--- src/rtl/spi_frame_ctrl.sv ---
// -----------------------------------------------------------------------------
// spi_frame_ctrl
//
// Receives a frame of pixel bits over a raw (asynchronous) SPI link into a
// double-buffered frame store and hands the finished bank to the VGA reader
// at the next frame boundary.
//
// The SPI clock and chip select are synchronised into CLK_40. A bit is
// accepted on each synchronised SPI_clk rising edge while receiving with chip
// select low. After FRAME_BITS accepted bits, the frame is complete. The
// controller then waits in FULL until frame_start, and swaps the displayed
// bank at that point.
//
// Parameters
//   FRAME_BITS   pixel bits per frame (default 30000 = 200x150)
//   SYNC_STAGES  synchroniser depth for SPI_clk and chip_select (>= 2)
//
// Ports
//   CLK_40            in   40 MHz system clock, rising edge
//   reset             in   synchronous, active-high reset
//   SPI_clk           in   raw SPI clock (asynchronous)
//   chip_select       in   raw SPI chip select, active-low (asynchronous)
//   frame_start       in   one-cycle pulse at VGA vertical-blank start
//   SPI_clk_en        out  one-cycle strobe per accepted SPI bit
//   video_data_ready  out  high while a frame is being written
//   read_bank1        out  bank 1 is being displayed
//   read_bank2        out  bank 2 is being displayed
//   frame_done        out  one-cycle pulse when a frame's last bit is accepted
//   overrun           out  sticky: new frame started before previous swap
//
// Optional feature
//   SPI_OVERRUN_DETECT_EN  when defined, a synchronised chip_select falling
//                          edge while FULL sets the sticky overrun flag.
//                          When undefined, overrun is tied low.
// -----------------------------------------------------------------------------
module spi_frame_ctrl #(
    parameter int FRAME_BITS  = 30000,
    parameter int SYNC_STAGES = 2
) (
    input  logic CLK_40,
    input  logic reset,
    input  logic SPI_clk,
    input  logic chip_select,
    input  logic frame_start,
    output logic SPI_clk_en,
    output logic video_data_ready,
    output logic read_bank1,
    output logic read_bank2,
    output logic frame_done,
    output logic overrun
);

    localparam int CNT_W = (FRAME_BITS > 1) ? $clog2(FRAME_BITS) : 1;
    localparam logic [CNT_W-1:0] LAST_CNT = CNT_W'(FRAME_BITS - 1);

    typedef enum logic [1:0] {
        ST_IDLE    = 2'd0,
        ST_RECEIVE = 2'd1,
        ST_FULL    = 2'd2
    } state_t;

    state_t                 state_r;
    logic [CNT_W-1:0]       cnt_r;
    logic [SYNC_STAGES-1:0] sclk_sync_r;
    logic [SYNC_STAGES-1:0] cs_sync_r;
    logic                   sclk_prev_r;
    logic                   spi_clk_en_r;
    logic                   video_data_ready_r;
    logic                   read_bank1_r;
    logic                   read_bank2_r;
    logic                   write_bank2_r;   // 0: next frame goes to bank 1
    logic                   frame_done_r;

    logic                   sclk_s;
    logic                   cs_s;
    logic                   sclk_rise_s;

    assign sclk_s      = sclk_sync_r[SYNC_STAGES-1];
    assign cs_s        = cs_sync_r[SYNC_STAGES-1];
    assign sclk_rise_s = sclk_s & ~sclk_prev_r;

    // Synchronisers for the raw SPI inputs plus the SPI clock edge-detect flop.
    always_ff @(posedge CLK_40) begin
        if (reset) begin
            sclk_sync_r <= {SYNC_STAGES{1'b0}};
            cs_sync_r   <= {SYNC_STAGES{1'b0}};
            sclk_prev_r <= 1'b0;
        end else begin
            sclk_sync_r <= {sclk_sync_r[SYNC_STAGES-2:0], SPI_clk};
            cs_sync_r   <= {cs_sync_r[SYNC_STAGES-2:0], chip_select};
            sclk_prev_r <= sclk_s;
        end
    end

    // Frame FSM: bit counting, completion, abort and bank swap, registered outputs.
    always_ff @(posedge CLK_40) begin
        if (reset) begin
            state_r            <= ST_IDLE;
            cnt_r              <= {CNT_W{1'b0}};
            spi_clk_en_r       <= 1'b0;
            video_data_ready_r <= 1'b0;
            read_bank1_r       <= 1'b0;
            read_bank2_r       <= 1'b0;
            write_bank2_r      <= 1'b0;
            frame_done_r       <= 1'b0;
        end else begin
            spi_clk_en_r <= 1'b0;
            frame_done_r <= 1'b0;
            case (state_r)
                ST_IDLE: begin
                    cnt_r <= {CNT_W{1'b0}};
                    if (!cs_s) begin
                        state_r            <= ST_RECEIVE;
                        video_data_ready_r <= 1'b1;
                    end
                end
                ST_RECEIVE: begin
                    if (cs_s) begin
                        // Master released chip select early: drop the partial frame.
                        state_r            <= ST_IDLE;
                        cnt_r              <= {CNT_W{1'b0}};
                        video_data_ready_r <= 1'b0;
                    end else if (sclk_rise_s) begin
                        spi_clk_en_r <= 1'b1;
                        if (cnt_r == LAST_CNT) begin
                            state_r            <= ST_FULL;
                            cnt_r              <= {CNT_W{1'b0}};
                            frame_done_r       <= 1'b1;
                            video_data_ready_r <= 1'b0;
                        end else begin
                            cnt_r <= cnt_r + CNT_W'(1);
                        end
                    end
                end
                ST_FULL: begin
                    // frame_done_r is still high in the first FULL cycle, so a
                    // frame_start coinciding with the completion is ignored.
                    if (frame_start && !frame_done_r) begin
                        state_r       <= ST_IDLE;
                        read_bank1_r  <= ~write_bank2_r;
                        read_bank2_r  <= write_bank2_r;
                        write_bank2_r <= ~write_bank2_r;
                    end
                end
                default: begin
                    state_r            <= ST_IDLE;
                    cnt_r              <= {CNT_W{1'b0}};
                    video_data_ready_r <= 1'b0;
                end
            endcase
        end
    end

`ifdef SPI_OVERRUN_DETECT_EN
    logic cs_prev_r;
    logic overrun_r;

    // Sticky overrun: the master opened a new frame while the last one awaits swap.
    always_ff @(posedge CLK_40) begin
        if (reset) begin
            cs_prev_r <= 1'b0;
            overrun_r <= 1'b0;
        end else begin
            cs_prev_r <= cs_s;
            if ((state_r == ST_FULL) && cs_prev_r && !cs_s) begin
                overrun_r <= 1'b1;
            end
        end
    end

    assign overrun = overrun_r;
`else
    assign overrun = 1'b0;
`endif

    assign SPI_clk_en       = spi_clk_en_r;
    assign video_data_ready = video_data_ready_r;
    assign read_bank1       = read_bank1_r;
    assign read_bank2       = read_bank2_r;
    assign frame_done       = frame_done_r;

endmodule

--- config.mk ---
export PLATFORM = sky130hd
export DESIGN_NAME = spi_frame_ctrl
export DESIGN_NICKNAME = d
export VERILOG_FILES = /design/src/rtl/spi_frame_ctrl.sv
export SDC_FILE = /design/constraint.sdc
export NUM_CORES = 1
export LEC_CHECK = 0
export ABC_AREA = 1
export CELL_PAD_IN_SITES_DETAIL_PLACEMENT = 0
export CELL_PAD_IN_SITES_GLOBAL_PLACEMENT = 1
export CORE_MARGIN = 2
export CORE_UTILIZATION = 30
export DETAILED_ROUTE_END_ITERATION = 6
export PLACE_DENSITY = 0.57
export SLEW_MARGIN = 15
export SYNTH_ARGS = -nofsm -noshare
export SYNTH_HDL_FRONTEND = slang
export SYNTH_SLANG_ARGS = --single-unit
--- constraint.sdc ---
create_clock -name CLK_40 -period 1.7 [get_ports CLK_40]
set_input_delay 0.34 -clock CLK_40 [delete_from_list [all_inputs] [get_ports CLK_40]]
set_output_delay 0.34 -clock CLK_40 [all_outputs]
set_load 0.03 [all_outputs]
==> results of run 1 <==
## worst max-delay path by stage
stage | end | slack, ns | cells past startpoint
finish | frame_done | 0.09 | 1
floorplan | video_data_ready | 0.29 | 12
detailed placement | write_bank2_r | 0.09 | 9
global placement | write_bank2_r | 0.14 | 9
CTS | read_bank1 | 0.03 | 1
global route | cnt_r[14] | 0.02 | 10
## registers in the layout (all words and copies together) (netlist names), 2 cells and up
register / flops
state_r: 2
cs_sync_r: 2
sclk_sync_r: 2
cnt_r: 15
## power breakdown
group | total, µW | leakage [µW] | switching, µW | internal (µW)
Combinational | 145 | 0.000440 | 87.9 | 57.3
Clock | 370 | 0.0000228 | 202 | 168
Sequential | 660 | 0.000219 | 11.3 | 649
Total | 1180 | 0.000682 | 301 | 874
## per-stage QoR
stage          setup WS (ns)  power, µW  hold WS (ns)  instances  utilization
6_report              0.0854       1180         0.414        269        0.367
5_1_grt               0.0217       1240         0.436        269        0.367
4_1_cts               0.0289       1200         0.417        269        0.363
3_5_place_dp          0.0880        822         0.401        265        0.352
3_3_place_gp           0.137        820         0.398        265        0.352
2_1_floorplan          0.291        770         0.388        202            -
## worst reg2reg max path: stages, from the launching register on
cell and delay (ns):
dfxtp_1 0.38, ha_2 0.21, nand2_1 0.07, inv_1 0.08
nand2_1 0.05, nor2_1 0.11, nand2_1 0.07, nand2_2 0.11
nand2_1 0.07, nand2_2 0.10, buf_12 0.12, nor2_1 0.04
## kinds of logic after synthesis
logic type      count (synthesis)
flops                          27
buf+inv                        35
fa+ha+maj                       1
xor+xnor                        2
other cells                     1
compound gates                 11
simple gates                  125
## cells in the final DEF (no fill, tap or decap)
master,netlist,layout
nand2_1,48,46
nor2_1,44,43
inv_1,31,31
dfxtp_1,27,27
nand3_1,17,17
clkdlybuf4s50_1,0,7
a21oi_1,6,6
nor3_1,5,5
nand2_2,2,4
clkbuf_8,0,3
buf_4,1,3
nor2_4,1,2
nand2_4,2,2
inv_2,2,2
nand4_1,2,2
o21ai_0,2,2
dlymetal6s2s_1,0,2
nand3_2,1,1
o21bai_1,1,1
a21oi_4,1,1
nor2_2,1,1
xor2_1,1,1
xnor2_1,1,1
a31o_2,1,1
or2_2,1,1
nor3b_1,1,1
ha_2,0,1
conb_1,1,1
clkbuf_1,1,1
buf_12,0,1
## cell type report
cell class,instances,area (µm²)
Sequential cell,27,541
Multi-Input combinational cell,140,666
Clock buffer,4,45.0
Tap cell,52,65.1
Timing Repair Buffer,13,138
Fill cell,496,2720
Inverter,33,124
## layer usage
layer,wire (µm),GRT usage
met5,0,0
met4,33,0.0385
met3,69,0.0260
met2,1440,0.231
met1,1470,0.170
==> flow_summary.toml, run 1 <==
[yosys]
yosysMostFrequentCell = "nand2_1"
ys_seq_area_frac = 0.408
synthAdderAreaFrac = 0.00943
synth-simple-area-share = 0.410
synth_compound_area_frac = 0.0547
yosys-top-cells-area = "dfxtp_1, nand2_1, nor2_1"
yosysWarningCount = 0
synth_ff_type = "dfxtp_1"
synth_top_area_frac = 0.408
async_reset_ff_frac = 0
synth_edf_count = 0
synth_common_cells = "nand2_1, nor2_1, inv_1"
ys_seq_elements = 27
synth_top_family_by_area = "simple AND/OR/NAND/NOR gates"
synth_nets = 208
yosys.area.top_type = "dfxtp_1"
synth_area_per_cell_um2 = 6.57
synthCells = 202
synthDistinctLibCells = 26
synthXorXnorAreaFrac = 0.0132
muxShareOfSynthArea = 0
netlist_area_um2 = 1330

[placement]
portBuffers = 9
dp_hpwl_um = 2340
place_area_um2 = 1510
finalWeightedCongestion = 0.747

[global_routing]
antenna_found_initial = 0
grt_usage = 0.134
first_global_vias = 1169
grt_max_degree = 15
grt_pass1_wl_um = 5290
overflow = 0

[critical_path]
critPathKind = "reg -> out"
path_delay_family = "buffers and inverters"
worst-path-buf-inv = 1
worstSetupStartpoint = "frame_done"
critPathMaxFanout = 2
ff2ff_setup_slack_ns = 0.19
cpPeakStageDelay_ns = 0.67
worst-r2r-cell-count = 11
cp-start-kind = "flop"
crit_slowest_cell = "clkdlybuf4s50_1"
worst-endpoint-arrival_ns = 1.27
path_cells = "clkdlybuf4s50_1"
timing.rr.start = "cnt_r[0]"
crit_required_ns = 1.36
rr_endpoint = "cnt_r[3]"
end_kind = "primary output"

[finish]
area_delta_synth_final_pct = 19.0
layout-drive-gt1-share = 0.106
diodes = 0
finish.instance_area_um2 = 1580
nets = 224

[clock_tree]
clk_pin_slew_ns = 0.09
cts_sinks = 27
postCtsSetupBuffers = 0
htree_levels = 1
cts_hold_buf = 0
root_buffer = "clkbuf_8"
post_cts_resized = 0
insertion_delay_ns = 0.27
clk_path_buf_depth = 2
cts_tree = "built"
numCtsBuffers = 3

[min_path]
min_path_cells = 2
min_from = "sclk_sync_r[0]"
holdPathEnd = "sclk_sync_r[1]"
hp-class = "reg -> reg"

[run]
maxCapViolCount = 0

[die]
ios = 11
chipWidth_um = 70.5
rows = 24
start_util = 0.309
die_h_um = 70.5
core_um2 = 4290
die_area_um2 = 4970

[sta]
clock.fmax_mhz = 619
rsz0062_at_grt = "no"
setup_tns_ns = 0
maxSlewViolCount = 0
fin_skew_ns = 0.00649
hold_violations = 0
finalCritPeriodShare = 0.950
min_period_ns = 1.61
setup_viol = 0

[routing]
routed_wl_um = 3010
drtIter0Drc = 52
remaining_drc_errors = 0
vias = 1191
via_per_inst = 4.43
ant_nets = 0
drt_pass1_iterations = 4
avgRoutedWirePerCell_um = 11.2

[power]
power_density_nw_per_um2 = 745
irDropWorstVdd_v = 0.000382
leakagePower_uw = 0.000682

[status]
status = "finished, final reports clean"
Note: power is estimated with default switching activity, not from simulation.
==> inputs of run 2 (changes only) <==
--- a/config.mk
+++ b/config.mk
@@ -6,7 +6,9 @@
 export NUM_CORES = 1
 export LEC_CHECK = 0
 export ABC_AREA = 1
-export CELL_PAD_IN_SITES_DETAIL_PLACEMENT = 0
+export ABC_CLOCK_PERIOD_IN_PS = 1700
+export CAP_MARGIN = 20
+export CELL_PAD_IN_SITES_DETAIL_PLACEMENT = 1
 export CELL_PAD_IN_SITES_GLOBAL_PLACEMENT = 1
 export CORE_MARGIN = 2
 export CORE_UTILIZATION = 30
==> run 2 against run 1 <==
Non-clock buffer count unchanged; sequential power hardly changed; routed wire length rose by 8.1%; combinational power about the same; die area is the same; worst setup slack got worse by 0.017 ns; largest power group unchanged; clock-buffer cell count unchanged; critical endpoint is now read_bank2; register-to-register slack about the same; clock power is 2% higher; sequential cell count unchanged.
==> flow_summary.toml, run 2 (synthesis gave the netlist of run 1 again) <==
[critical_path]
path_cells = "clkdlybuf4s50_1"
cp-start-kind = "flop"
worst-endpoint-arrival_ns = 1.29
crit_slowest_cell = "clkdlybuf4s50_1"
end_kind = "primary output"
worst-path-buf-inv = 1
ff2ff_setup_slack_ns = 0.19
cpPeakStageDelay_ns = 0.67
critPathMaxFanout = 2
crit_required_ns = 1.36
path_delay_family = "buffers and inverters"
critPathKind = "reg -> out"

[routing]
drt_pass1_iterations = 4
ant_nets = 0
via_per_inst = 4.66
vias = 1254
avgRoutedWirePerCell_um = 12.1
routed_wl_um = 3260
remaining_drc_errors = 0
drtIter0Drc = 36

[finish]
diodes = 0
layout-drive-gt1-share = 0.0968
mostFrequentLayoutCells = "nand2_1, nor2_1, inv_1"
layout_commonest_cell = "nand2_1"
area_delta_synth_final_pct = 18.1
largest_register = "cnt_r"
final_core_util = 0.365
nets = 224
fillerInstances = 577
largest_reg_flops = 15

[placement]
portBuffers = 9
finalWeightedCongestion = 0.747
dp_hpwl_um = 2630

[clock_tree]
numCtsBuffers = 3
cts_tree = "built"
htree_levels = 1
cts_sinks = 27
postCtsSetupBuffers = 0
clk_path_buf_depth = 2
cts_hold_buf = 0
insertion_delay_ns = 0.28
root_buffer = "clkbuf_8"
post_cts_resized = 0
clk_pin_slew_ns = 0.10

[sta]
setup_tns_ns = 0
maxSlewViolCount = 0
rsz0062_at_grt = "no"
clock.fmax_mhz = 613
min_period_ns = 1.63
finalCritPeriodShare = 0.960
setup_viol = 0
hold_violations = 0
fin_skew_ns = 0.00612

[power]
power_density_nw_per_um2 = 756
irDropWorstVdd_v = 0.000322
leakagePower_uw = 0.000686

[min_path]
hp-class = "reg -> reg"

[global_routing]
first_global_vias = 1277
grt_usage = 0.145
grt_pass1_wl_um = 5790
antenna_found_initial = 0
grt_max_degree = 15
overflow = 0

[die]
die_h_um = 70.5
ios = 11
start_util = 0.309
chipWidth_um = 70.5
die_area_um2 = 4970
core_um2 = 4290
rows = 24

[status]
status = "finished, final reports clean"

[run]
maxCapViolCount = 0
## run 2: routing by layer
layer  track usage  wire (µm)  up-vias  part of all wire
li1              -          -      645                 -
met1         0.194       1550      587              0.48
met2         0.249       1590       17              0.49
met3        0.0216         88        5             0.027
met4        0.0256         25        0            0.0077
met5             0          0        -                 0
## run 2: final cells by class
type	instances	area, µm²	area share
multi-input combinational	140	653	0.417
sequential	27	542	0.346
timing repair buffer	13	138	0.0879
inverter	33	124	0.0791
tap	52	65.1	0.0415
clock buffer	4	45.0	0.0288
## run 2: final timing paths
kind                        from        endpoint  cells after the start
setup / recovery      read_bank2      read_bank2                      1
hold / removal    sclk_sync_r[0]  sclk_sync_r[1]                      2
setup reg to reg        cnt_r[1]        cnt_r[5]                     11
hold reg to reg   sclk_sync_r[0]  sclk_sync_r[1]                      2
## run 2: per-stage QoR
| step | cells | hold slack [ns] | cell area (µm²) | power [µW] | worst slack, ns |
|---|---|---|---|---|---|
| 6_report | 269 | 0.412 | 1570 | 1180 | 0.0684 |
| 4_1_cts | 269 | 0.416 | 1560 | 1210 | 0.0240 |
| 3_5_place_dp | 265 | 0.399 | 1510 | 824 | 0.0450 |
| 5_1_grt | 269 | 0.441 | 1570 | 1250 | 0.0206 |
| 2_1_floorplan | 202 | 0.388 | 1330 | 770 | 0.291 |
| 3_3_place_gp | 265 | 0.398 | 1510 | 820 | 0.137 |
## run 2: report_power, final
group          internal, µW  switching (µW)  total, µW
Sequential              650            11.9        661
Clock                   168             210        378
Combinational          56.6            88.3        145
